File: src/rtl/cdb_arbiter_pkg.sv
// rtl/cdb_arbiter_pkg.sv - shared CDB definitions: tag width, zero register, broadcast packet
package cdb_arbiter_pkg;

   localparam int ROB_TAG_LEN = 5;
   localparam logic [4:0] ZERO_REG = 5'd0;

   typedef struct packed {
      logic                   valid;
      logic [4:0]             rd;
      logic [ROB_TAG_LEN-1:0] rob_tag;
      logic [31:0]            value;
   } cdb_packet_t;

endpackage

File: src/rtl/rr_arbiter.sv
// rtl/rr_arbiter.sv - combinational round-robin grant: first request at or after ptr wins
module rr_arbiter #(
   parameter int NUM_REQ = 4
) (
   input  logic [NUM_REQ-1:0]         req,
   input  logic [$clog2(NUM_REQ)-1:0] ptr,
   output logic [NUM_REQ-1:0]         gnt
);

   localparam int PW = $clog2(NUM_REQ);

   logic          found;
   logic [PW-1:0] idx;

   always_comb begin
      gnt   = '0;
      found = 1'b0;
      idx   = '0;
      for (int k = 0; k < NUM_REQ; k++) begin
         idx = PW'((int'(ptr) + k) % NUM_REQ);
         if (!found && req[idx]) begin
            gnt[idx] = 1'b1;
            found    = 1'b1;
         end
      end
   end

endmodule

File: src/rtl/cdb_arbiter.sv
// rtl/cdb_arbiter.sv - round-robin arbitration of FU completions onto the registered common data bus
module cdb_arbiter
   import cdb_arbiter_pkg::*;
#(
   parameter int NUM_REQ = 4
) (
   input  logic                                clock,
   input  logic                                reset,
   input  logic                                squash,
   input  logic [NUM_REQ-1:0]                  req_valid,
   input  logic [NUM_REQ-1:0][4:0]             req_rd,
   input  logic [NUM_REQ-1:0][ROB_TAG_LEN-1:0] req_rob_tag,
   input  logic [NUM_REQ-1:0][31:0]            req_value,
   output logic [NUM_REQ-1:0]                  req_ready,
   output logic                                cdb_valid,
   output logic [4:0]                          cdb_rd,
   output logic [ROB_TAG_LEN-1:0]              cdb_rob_tag,
   output logic [31:0]                         cdb_value
);

   localparam int PW = $clog2(NUM_REQ);

   logic [PW-1:0]      ptr_q, ptr_d;
   cdb_packet_t        cdb_q, cdb_d;
   logic [NUM_REQ-1:0] gnt;

   rr_arbiter #(.NUM_REQ(NUM_REQ)) u_rr (
      .req (req_valid),
      .ptr (ptr_q),
      .gnt (gnt)
   );

   // Gating is on inputs only, so cdb_* never feed back into req_ready.
   assign req_ready = (reset || squash) ? '0 : gnt;

   always_comb begin
      ptr_d       = ptr_q;
      cdb_d       = cdb_q;
      cdb_d.valid = 1'b0;
      for (int i = 0; i < NUM_REQ; i++) begin
         if (req_ready[i]) begin
            cdb_d = '{valid: 1'b1, rd: req_rd[i], rob_tag: req_rob_tag[i], value: req_value[i]};
            ptr_d = PW'((i + 1) % NUM_REQ);
         end
      end
   end

   always_ff @(posedge clock) begin
      if (reset) begin
         ptr_q <= '0;
         cdb_q <= '0;
      end else begin
         ptr_q <= ptr_d;
         cdb_q <= cdb_d;
      end
   end

   assign cdb_valid   = cdb_q.valid;
   assign cdb_rd      = cdb_q.rd;
   assign cdb_rob_tag = cdb_q.rob_tag;
   assign cdb_value   = cdb_q.value;

endmodule

File: config.mk
export PLATFORM = sky130hd
export DESIGN_NAME = cdb_arbiter
export DESIGN_NICKNAME = d
export VERILOG_FILES = /design/src/rtl/cdb_arbiter_pkg.sv /design/src/rtl/rr_arbiter.sv /design/src/rtl/cdb_arbiter.sv
export SDC_FILE = /design/constraint.sdc
export NUM_CORES = 1
export LEC_CHECK = 0
export ABC_AREA = 1
export ABC_CLOCK_PERIOD_IN_PS = 2950
export BUFFER_PORTS_ARGS = -buffer_cell sky130_fd_sc_hd__buf_2
export CORE_ASPECT_RATIO = 0.75
export CORE_MARGIN = 10
export CORE_UTILIZATION = 43
export CTS_BUF_LIST = sky130_fd_sc_hd__clkbuf_16
export CTS_CLUSTER_DIAMETER = 100
export CTS_CLUSTER_SIZE = 40
export DETAILED_ROUTE_END_ITERATION = 7
export PLACE_DENSITY = 0.93
export SLEW_MARGIN = 10
export SYNTH_ARGS = -nofsm -noshare
export SYNTH_HDL_FRONTEND = slang
export SYNTH_SLANG_ARGS = --single-unit
File: constraint.sdc
create_clock -name clock -period 2.95 [get_ports clock]
set_input_delay 0 -clock clock [delete_from_list [all_inputs] [get_ports clock]]
set_output_delay 0 -clock clock [all_outputs]
set_load 0.005 [all_outputs]
; After elaboration in Yosys (flattened, before gate mapping)
; Index checks and enable logic that the tools add are counted.
[word_totals]
ff_bits = 45
output_inout_bits = 47
elab_cells = 64
[classes]
n_addsub = 3
n_lt_le_gt_ge = 8
muxes = 31
bitwise_logic = 3
reduce_logical = 14
[op_table]
columns = operator, n
row1 = two-way mux 43 bit, 4
row2 = two-way mux 4 bit, 5
row3 = "< comparator 2 x 3 -> 1 bit, second input constant", 4
row4 = OR 4 bit, 3
row5 = two-way mux 1 bit, 11
row6 = binary-select mux 1 bit (select 2 bit), 4
row7 = demux 1 bit (select 2 bit), 4
row8 = "greater-or-equal comparator 2 x 1 -> 1 bit, second input constant", 4
row9 = logical AND 1 bit, 7
row10 = two-way mux 2 bit, 3
row11 = "adder 2 bit, second input constant", 2
row12 = nonzero test 4 bit, 1
row13 = logical NOT 1 bit, 3
row14 = nonzero test 3 bit, 1
row15 = "adder 2 x 1 -> 2 bit, second input constant", 1
row16 = OR reduction 2 bit, 1
row17 = logical OR 1 bit, 1

; Depth between registers and ports, before layout
; Gate-level depths: netlist of run 1.
[depth]
ltp_word = 17
mapped_depth = 18
ltp_nobuf = 16

; Cells and area by module
; A second synthesis of run 1 with hierarchy kept.
[unflattened]
cells_unflattened = 713
area_unflattened_um2 = 3902.5
[modules_own_cells]
columns = mod, instances, cells_per_inst, area_each_um2, seq_area_each_um2
row1 = cdb_arbiter, 1, 640, 3503.4, 900.9
row2 = rr_arbiter, 1, 73, 399.1, 0.0

; Least setup slack after synthesis of run 1
; No wires, ideal clock.
[synth_path]
kind = reg2reg
startpoint = register ptr_q[0]
endpoint = register cdb_q, in the netlist cdb_value[12]
arrival_ns = 2.174
t_required_ns = 2.810
slack_ns = 0.635
stages_incl_launch_ff = 18
period_less_slack_ns = 2.315
path_cell_list = dfxtp_1 buf_4 inv_4 ha_1 inv_1 nand3_1 nand2_1 nand2_4 nor2_4 nand2_1 nand3_2 buf_2 o21ai_1 buf_4 nand2_1 nand3_1 nand2_1 a21oi_2
[synth_via]
elab_chain_cells = 16
elab_cells_between_ends = 52
cone_classes = 3 x add/sub / 8 x order compare / 27 x mux / 3 x bitwise / 11 x reduce/logical
[synth_rtl]
columns = item, line
row1 = "start, declared", cdb_arbiter.sv:23  ; logic [PW-1:0] ptr_q, ptr_d;
row2 = "start signal, assigned", cdb_arbiter.sv:53  ; ptr_q <= ptr_d;
row3 = "parallel branches: the longest is 11 deep, another holds < comparator 2 x 3 -> 1 bit", --
row4 = two-way mux 4 bit (*), rr_arbiter.sv:21  ; if (!found && req[idx]) begin
row5 = two-way mux 4 bit (*), cdb_arbiter.sv:34  ; assign req_ready = (reset || squash) ? '0 : gnt;
row6 = two-way mux 43 bit (3 in a row), cdb_arbiter.sv:41  ; if (req_ready[i]) begin
row7 = "end signal, assigned", cdb_arbiter.sv:51  ; cdb_q <= '0;
row8 = "end signal, assigned", cdb_arbiter.sv:54  ; cdb_q <= cdb_d;
row9 = "end, declared", cdb_arbiter.sv:24  ; cdb_packet_t cdb_q, cdb_d;
; Every way passes the cells marked *. The select of a mux whose other input is x is not followed.
; A chain may end at the register's enable or synchronous reset.

; Worst setup path after layout of run 1
[layout_path]
startpoint = register ptr_q[1]
endpoint = register cdb_q, in the netlist cdb_value[10]
; The elaborated chain is that of the path after synthesis.

==> results of run 1 <==
==> power by group <==
group	total [W]	leakage (nW)	switching, W	internal [W]
Sequential	0.000895	0.366	0.000108	0.000787
Clock	0.000526	0.0724	0.000218	0.000307
Combinational	0.00209	2.65	0.00130	0.000791
Total	0.00351	3.09	0.00162	0.00189
==> state kept, by name (all words and copies together), names as in the netlist <==
name,count
cdb_value,32
cdb_rd,5
cdb_rob_tag,5
ptr_q,2
cdb_valid,1
==> worst max-delay path: stages (launching register included) <==
cell,delay (ps)
dfxtp_1,460
inv_1,180
ha_1,370
inv_1,80
nand3_1,90
nand2_1,100
nand3_1,100
nand2_1,80
inv_2,50
nand3_1,100
nand2_2,150
nand2_2,90
nor2_4,150
buf_4,310
nor2_1,80
nand2_1,90
a21oi_2,50
==> kinds of logic (layout without fill, tap and decap cells) <==
group	Yosys count	after routing
adders and majority gates	7	7
and+or+nand+nor	454	454
buffers and inverters	71	284
DFF	45	45
AOI/OAI and AO/OA	45	45
==> cell type report <==
cell class / count / area share, %
clock inverter: 3 / 0.3108
clock buffer: 5 / 2.590
tap: 105 / 2.720
multi-input combinational: 506 / 45.84
timing repair buffer: 238 / 26.86
sequential: 45 / 18.67
inverter: 38 / 3.004
==> how the worst min path moves through the flow <==
| stage | start | endpoint | slack, ps | cells past startpoint |
|---|---|---|---|---|
| CTS | req_value[6] | cdb_value[6] | 0.5 | 5 |
| floorplan | req_rd[2] | cdb_rd[2] | 140 | 2 |
| global route | req_value[38] | cdb_value[6] | 30 | 5 |
| detailed placement | req_rd[2] | cdb_rd[2] | 260 | 3 |
| finish | req_value[6] | cdb_value[6] | 7 | 5 |
| global placement | req_rd[2] | cdb_rd[2] | 260 | 3 |
==> cells in the mapped netlist, types with 7 or more instances <==
cell type / n
a21oi_2: 8
dfxtp_1: 45
inv_2: 7
nand2_2: 15
inv_1: 30
o21ai_1: 27
buf_2: 21
nand2_1: 297
nor2_1: 91
ha_1: 7
nand3_1: 37
==> metal layers <==
metal	wire (µm)	vias to the layer above
li1	-	2318
met1	5250	1901
met2	5799	238
met3	1862	15
met4	182	0
met5	0	-
==> per-stage QoR <==
stage	setup slack, ps	cell area, µm²	total power, W
floorplan	635.3	3446	0.002329
global placement	344.8	4631	0.002919
detailed placement	220.3	4631	0.002966
CTS	200.1	4811	0.003512
global route	18.43	4831	0.003857
finish	283.3	4831	0.003508
==> timing repair <==
item | in CTS | in global routing
hold buffers | 4 | 0
gates resized for setup | 0 | 2
endpoints found under the setup margin | 0 | 37
setup buffers | 0 | 2
hold endpoints to repair | 4 | 0
==> results by group, run 1 <==
Outcome
  – Outcome: completed

Clock network
  – Root Driver: clkbuf_16
  – CTS buffer count: 5
  – Clock transition at the registers of the reported paths: 60 ps
  – Worst-Skew Late Latency: 280 ps
  – Clk sinks: 45
  – H-tree levels: 2
  – CTS tree: yes
  – Max Root-Sink Buffers: 2

Logic synthesis
  – Mapped Nets: 804
  – Mux cell area share after synthesis: 0%
  – Post-synthesis cell count: 622
  – Post-synthesis simple-gate area fraction: 54.10%
  – Post-synth EDFFs: 0
  – Cell taking the most area after synthesis: nand2_1
  – Area share of fa/ha/maj cells after synthesis: 2.542%
  – Synth Cell Area: between 3000 and 4000 µm²
  – Xor/xnor share of the synthesized area: 0%
  – Synth top area share: 32.35%
  – Synth Register Bits: between 40 and 50
  – Synth Flop Type: dfxtp_1
  – Sequential area share after synthesis: 26.14%
  – Yosys cell types: 26
  – Synth Warn #: 0
  – Largest family of logic cells by synthesized area: simple AND/OR/NAND/NOR gates
  – Ys async rst share: 0%
  – Synth area leaders: nand2_1, dfxtp_1, nor2_1
  – Synth Area per Inst: 5.540 µm²
  – Synth Area in Compound Gates: 7.553%

Final layout
  – Multi-input gate area: 2215 µm²
  – Number of diodes: 0
  – Commonest cells after routing, fill and taps aside: nand2_1, buf_2, nor2_1
  – Commonest non-fill, non-tap cell in the layout: nand2_1
  – # nets final: 1016
  – Sequential cell area: 902.1 µm²
  – Share of post-route cells with drive strength above 1: 34.13%
  – Synthesis-to-finish area growth: 40.20%
  – Final Non-Filler Cells: 940
  – # fillers: around 750
  – Final core utilization: about three fifths

Power
  – IR drop worst, VDD: 0.3700 mV
  – Leakage: approximately 3.1 nW
  – Power per Cell Area: 726.2 nW/µm²

Timing
  – Crit path time final: 2667 ps
  – Max Clock Skew: 3.714 ps
  – Fmax: between 0.3 and 0.4 GHz
  – Relative slew margins: 32.88%
  – Count of final setup violators: 0
  – RSZ-0062 raised after global routing: no
  – Period utilization: between 90% and 100%
  – Hold Vio Cnt, Final: 0
  – Pins Over Slew Limit: 0
  – Fin Hold WS: 6.817 ps
  – Total negative slack: 0 ps
  – Worst slew pin tran: ~1000 ps

Worst hold path
  – Hold/Removal Path Class: input pin to flop

Routing
  – Drt wl/cell: 13.93 µm
  – Routed WL: 13100 µm
  – Drt pass-1 iters: 5
  – Vias: 4472
  – Antenna Nets Post-Route: 0
  – Vias per cell: 4.757
  – DRC Markers: 0
  – Iter 0 DRT Violations: 310

Critical path
  – Worst setup path class: flop to flop
  – FF-to-FF setup slack: around 280 ps
  – CP endpoint: cdb_value[10]
  – Critical Path Source Type: flop
  – Crit. Startpoint: ptr_q[1]
  – Worst EP arrival: roughly 2800 ps
  – Worst reg-to-reg path cell count: 16
  – Critical Path Sink Type: flop
  – CP Max Fanout: 21
  – Reg2reg end: cdb_value[10]
  – R2r startpoint: ptr_q[1]
  – Data required, critical path: slightly above 3000 ps

Global route
  – Largest net degree at the start of global routing: 86
  – Initial antenna violation count: 0
  – First-pass GRT wire length: 20580 µm
  – GRT overflow: 0
  – Global routing met2 resource utilization: 33.03%
  – Met1 usage: roughly 24%
  – Total Routing Usage GR: 20.41%
  – GR peak layer: met2
  – Met3 Use GR: 8.653%
  – Vias in the first global route: approximately 4300

Place
  – Cells after DPL: 926
  – Placer Congestion: 1.020
  – Final HPWL DP: ~10000 µm
  – Buffers on Ports: 221

Floorplanning
  – Initial Util: 43.91%
  – Cell Rows: 28
  – Die Area: 12030 µm²
  – Std-Cell Core Area: 7848 µm²
  – I/O Pins: 222
  – Die Span Y: 97.53 µm
  – Die W: 123.4 µm

Flow run
  – Max-cap violations: 0
(Power assumes the default switching activity.)
==> inputs of run 2 (changes only) <==
--- a/config.mk
+++ b/config.mk
@@ -8,14 +8,16 @@
 export ABC_AREA = 1
 export ABC_CLOCK_PERIOD_IN_PS = 2950
 export BUFFER_PORTS_ARGS = -buffer_cell sky130_fd_sc_hd__buf_2
+export CELL_PAD_IN_SITES_DETAIL_PLACEMENT = 1
+export CELL_PAD_IN_SITES_GLOBAL_PLACEMENT = 1
 export CORE_ASPECT_RATIO = 0.75
 export CORE_MARGIN = 10
-export CORE_UTILIZATION = 43
+export CORE_UTILIZATION = 27
 export CTS_BUF_LIST = sky130_fd_sc_hd__clkbuf_16
 export CTS_CLUSTER_DIAMETER = 100
 export CTS_CLUSTER_SIZE = 40
 export DETAILED_ROUTE_END_ITERATION = 7
-export PLACE_DENSITY = 0.93
+export PLACE_DENSITY = 0.94
 export SLEW_MARGIN = 10
 export SYNTH_ARGS = -nofsm -noshare
 export SYNTH_HDL_FRONTEND = slang
==> run 2 against run 1 <==
Compared with the run above:
- worst hold slack worse by 1.9 ps
- total power up 3.5%
- sequential power fell by 1%
- combinational power rose by 6%
- utilization is 22 points lower
- sequential share of layout area down 0.30 points
- wire length rose by 22%
- worst setup slack better by 41 ps
- fmax increased by 1.6%
- cell count up 6.6%
- die area is 47% higher
- critical endpoint is now cdb_value[5]
- largest cell class unchanged
==> results by group, run 2 (same netlist as run 1, synthesis figures left out) <==
Timing
  – Fmax: 0.3809 GHz (was 0.3750 GHz)
  – Worst slew pin tran: 1106 ps (was 1003 ps)
  – Hold Vio Cnt, Final: 0 (unchanged)
  – Period utilization: 89.00% (was 90.40%)
  – Crit path time final: 2625 ps (was 2667 ps)
  – Total negative slack: 0 ps (unchanged)
  – Pins Over Slew Limit: 0 (unchanged)
  – Relative slew margins: 26.01% (was 32.88%)
  – RSZ-0062 raised after global routing: no (unchanged)
  – Max Clock Skew: 2.826 ps (was 3.714 ps)
  – Count of final setup violators: 0 (unchanged)

Power
  – Power per Cell Area: 739.5 nW/µm² (was 726.2 nW/µm²)
  – Clock network fraction of design power: 14.8% (was 15.0%)
  – Sw Ratio: 47.56% (was 46.26%)
  – NetSw: 0.001726 W (was 0.001623 W)
  – Leakage: 3.097 nW (was 3.088 nW)
  – Internal: 0.001903 W (was 0.001885 W)
  – Sequential Power Share: 24.4% (was 25.5%)
  – Total power: 0.003630 W (was 0.003508 W)
  – Comb power frac: 60.8% (was 59.5%)
  – IR drop worst, VDD: 0.3104 mV (was 0.3700 mV)

Clock network
  – H-tree levels: 2 (unchanged)
  – Root Driver: clkbuf_16 (unchanged)
  – CTS buffer count: 5 (unchanged)
  – Clock transition at the registers of the reported paths: 60 ps (about the same)
  – Max Root-Sink Buffers: 2 (unchanged)
  – Clk sinks: 45 (unchanged)
  – CTS tree: yes (unchanged)
  – Worst-Skew Late Latency: 290 ps (was 280 ps)

Final layout
  – Max FFs per register: 32 (unchanged)
  – Number of diodes: 0 (unchanged)
  – # nets final: 1017 (was 1016)
  – Commonest cells after routing, fill and taps aside: nand2_1, buf_2, nor2_1 (unchanged)
  – Final core utilization: 39.61% (was 61.56%)
  – Synthesis-to-finish area growth: 42.45% (was 40.20%)
  – Cell area after layout: 4908 µm² (was 4831 µm²)
  – # fillers: 1765 (was 752)
  – Share of post-route cells with drive strength above 1: 34.33% (was 34.13%)
  – Commonest non-fill, non-tap cell in the layout: nand2_1 (unchanged)
  – Final Non-Filler Cells: 1002 (was 940)

Critical path
  – Worst setup path class: flop to flop (unchanged)
  – CP Max Fanout: 33 (was 21)
  – Critical Path Sink Type: flop (unchanged)
  – Data required, critical path: 3130 ps (was 3100 ps)
  – R2r startpoint: ptr_q[1] (unchanged)
  – Worst EP arrival: 2800 ps (was 2820 ps)
  – Crit. Startpoint: ptr_q[1] (unchanged)
  – Critical Path Source Type: flop (unchanged)

Global route
  – Total Routing Usage GR: 17.07% (was 20.41%)
  – First-pass GRT wire length: 24680 µm (was 20580 µm)
  – GRT overflow: 0 (unchanged)
  – Largest net degree at the start of global routing: 86 (unchanged)
  – Vias in the first global route: 4815 (was 4305)
  – Initial antenna violation count: 0 (unchanged)

Worst hold path
  – HP Start: req_value[28] (was req_value[6])
  – Hold/Removal Path Class: input pin to flop (unchanged)

Routing
  – Drt wl/cell: 15.99 µm (was 13.93 µm)
  – Antenna Nets Post-Route: 0 (unchanged)
  – Drt pass-1 iters: 4 (was 5)
  – Vias per cell: 4.581 (was 4.757)
  – Routed WL: 16030 µm (was 13100 µm)
  – Iter 0 DRT Violations: 93 (was 310)
  – DRC Markers: 0 (unchanged)
  – Vias: 4590 (was 4472)

Floorplanning
  – Die Span Y: 117.8 µm (was 97.53 µm)
  – Initial Util: 27.80% (was 43.91%)
  – Die W: 150.4 µm (was 123.4 µm)
  – Std-Cell Core Area: 12390 µm² (was 7848 µm²)
  – Die Area: 17730 µm² (was 12030 µm²)
  – Cell Rows: 35 (was 28)
  – I/O Pins: 222 (unchanged)

Place
  – Buffers on Ports: 221 (unchanged)
  – Placer Congestion: 0.8835 (was 1.020)
  – Final HPWL DP: 12840 µm (was 10370 µm)
  – Post-place instance area: 4722 µm² (was 4631 µm²)
  – Cells after DPL: 989 (was 926)

Outcome
  – Outcome: completed (unchanged)

Flow run
  – Max-cap violations: 0 (unchanged)
-- run 2: metal layers --
layer | global-route usage (%) | up-vias | wire, µm
met5 | 0 | - | 0
met4 | 3.030 | 0 | 163
met3 | 8.298 | 13 | 1964
met2 | 28.12 | 168 | 7109
met1 | 19.63 | 2094 | 6788
li1 | - | 2315 | -
-- run 2: worst paths after layout --
check	slack, ps	endpoint	cells past startpoint
max	320	cdb_value[5]	17
min	5	cdb_value[28]	5
max reg2reg	320	cdb_value[5]	17
min reg2reg	450	cdb_value[4]	2
-- run 2: final cells by class --
| class | instances | area (µm²) | share of cell area (%) |
|---|---|---|---|
| repair buffers | 239 | 1299 | 26.46 |
| clock inverters | 3 | 15.01 | 0.3059 |
| well taps | 166 | 207.7 | 4.231 |
| multi-input cells | 506 | 2215 | 45.12 |
| clock buffers | 5 | 125.1 | 2.549 |
| inverters | 38 | 145.1 | 2.957 |
| flip-flops and latches | 45 | 902.1 | 18.38 |
-- run 2: power groups by stage --
stage	sequential [W]	clock (W)	combinational, W
final	0.000886	0.000538	0.00221
after global routing	0.000910	0.000587	0.00251
after CTS	0.000889	0.000572	0.00223
after detailed placement	0.000900	0	0.00222
after global placement	0.000889	0	0.00215
after floorplan	0.000906	0	0.00142
-- run 2: what timing repair did --
action,in CTS,in global routing
buffers inserted,0,2
hold buffers,3,0
resized for setup,0,1
hold endpoints to repair,3,0
setup endpoints to repair,0,31
-- run 2: metrics by stage --
stage / hold slack, ps / setup slack, ps
finish: 4.881 / 324.5
global route: 25.11 / 59.54
CTS: 2.271 / 133.4
detailed placement: 259.7 / 150.0
global placement: 257.4 / 371.3
floorplan: 144.3 / 635.3
-- run 2: critical path, stage by stage (launching register included) --
cell	delay [ps]
dfxtp_2	400
inv_1	140
ha_1	360
inv_1	120
nand3_1	80
nand2_1	100
nand2_4	70
nor2_4	140
nand2_1	80
nand3_2	120
nand2_1	130
nand2_1	160
nor2_2	60
buf_12	170
nand2_1	80
nand2_1	90
o21ai_1	150
nand2_1	60
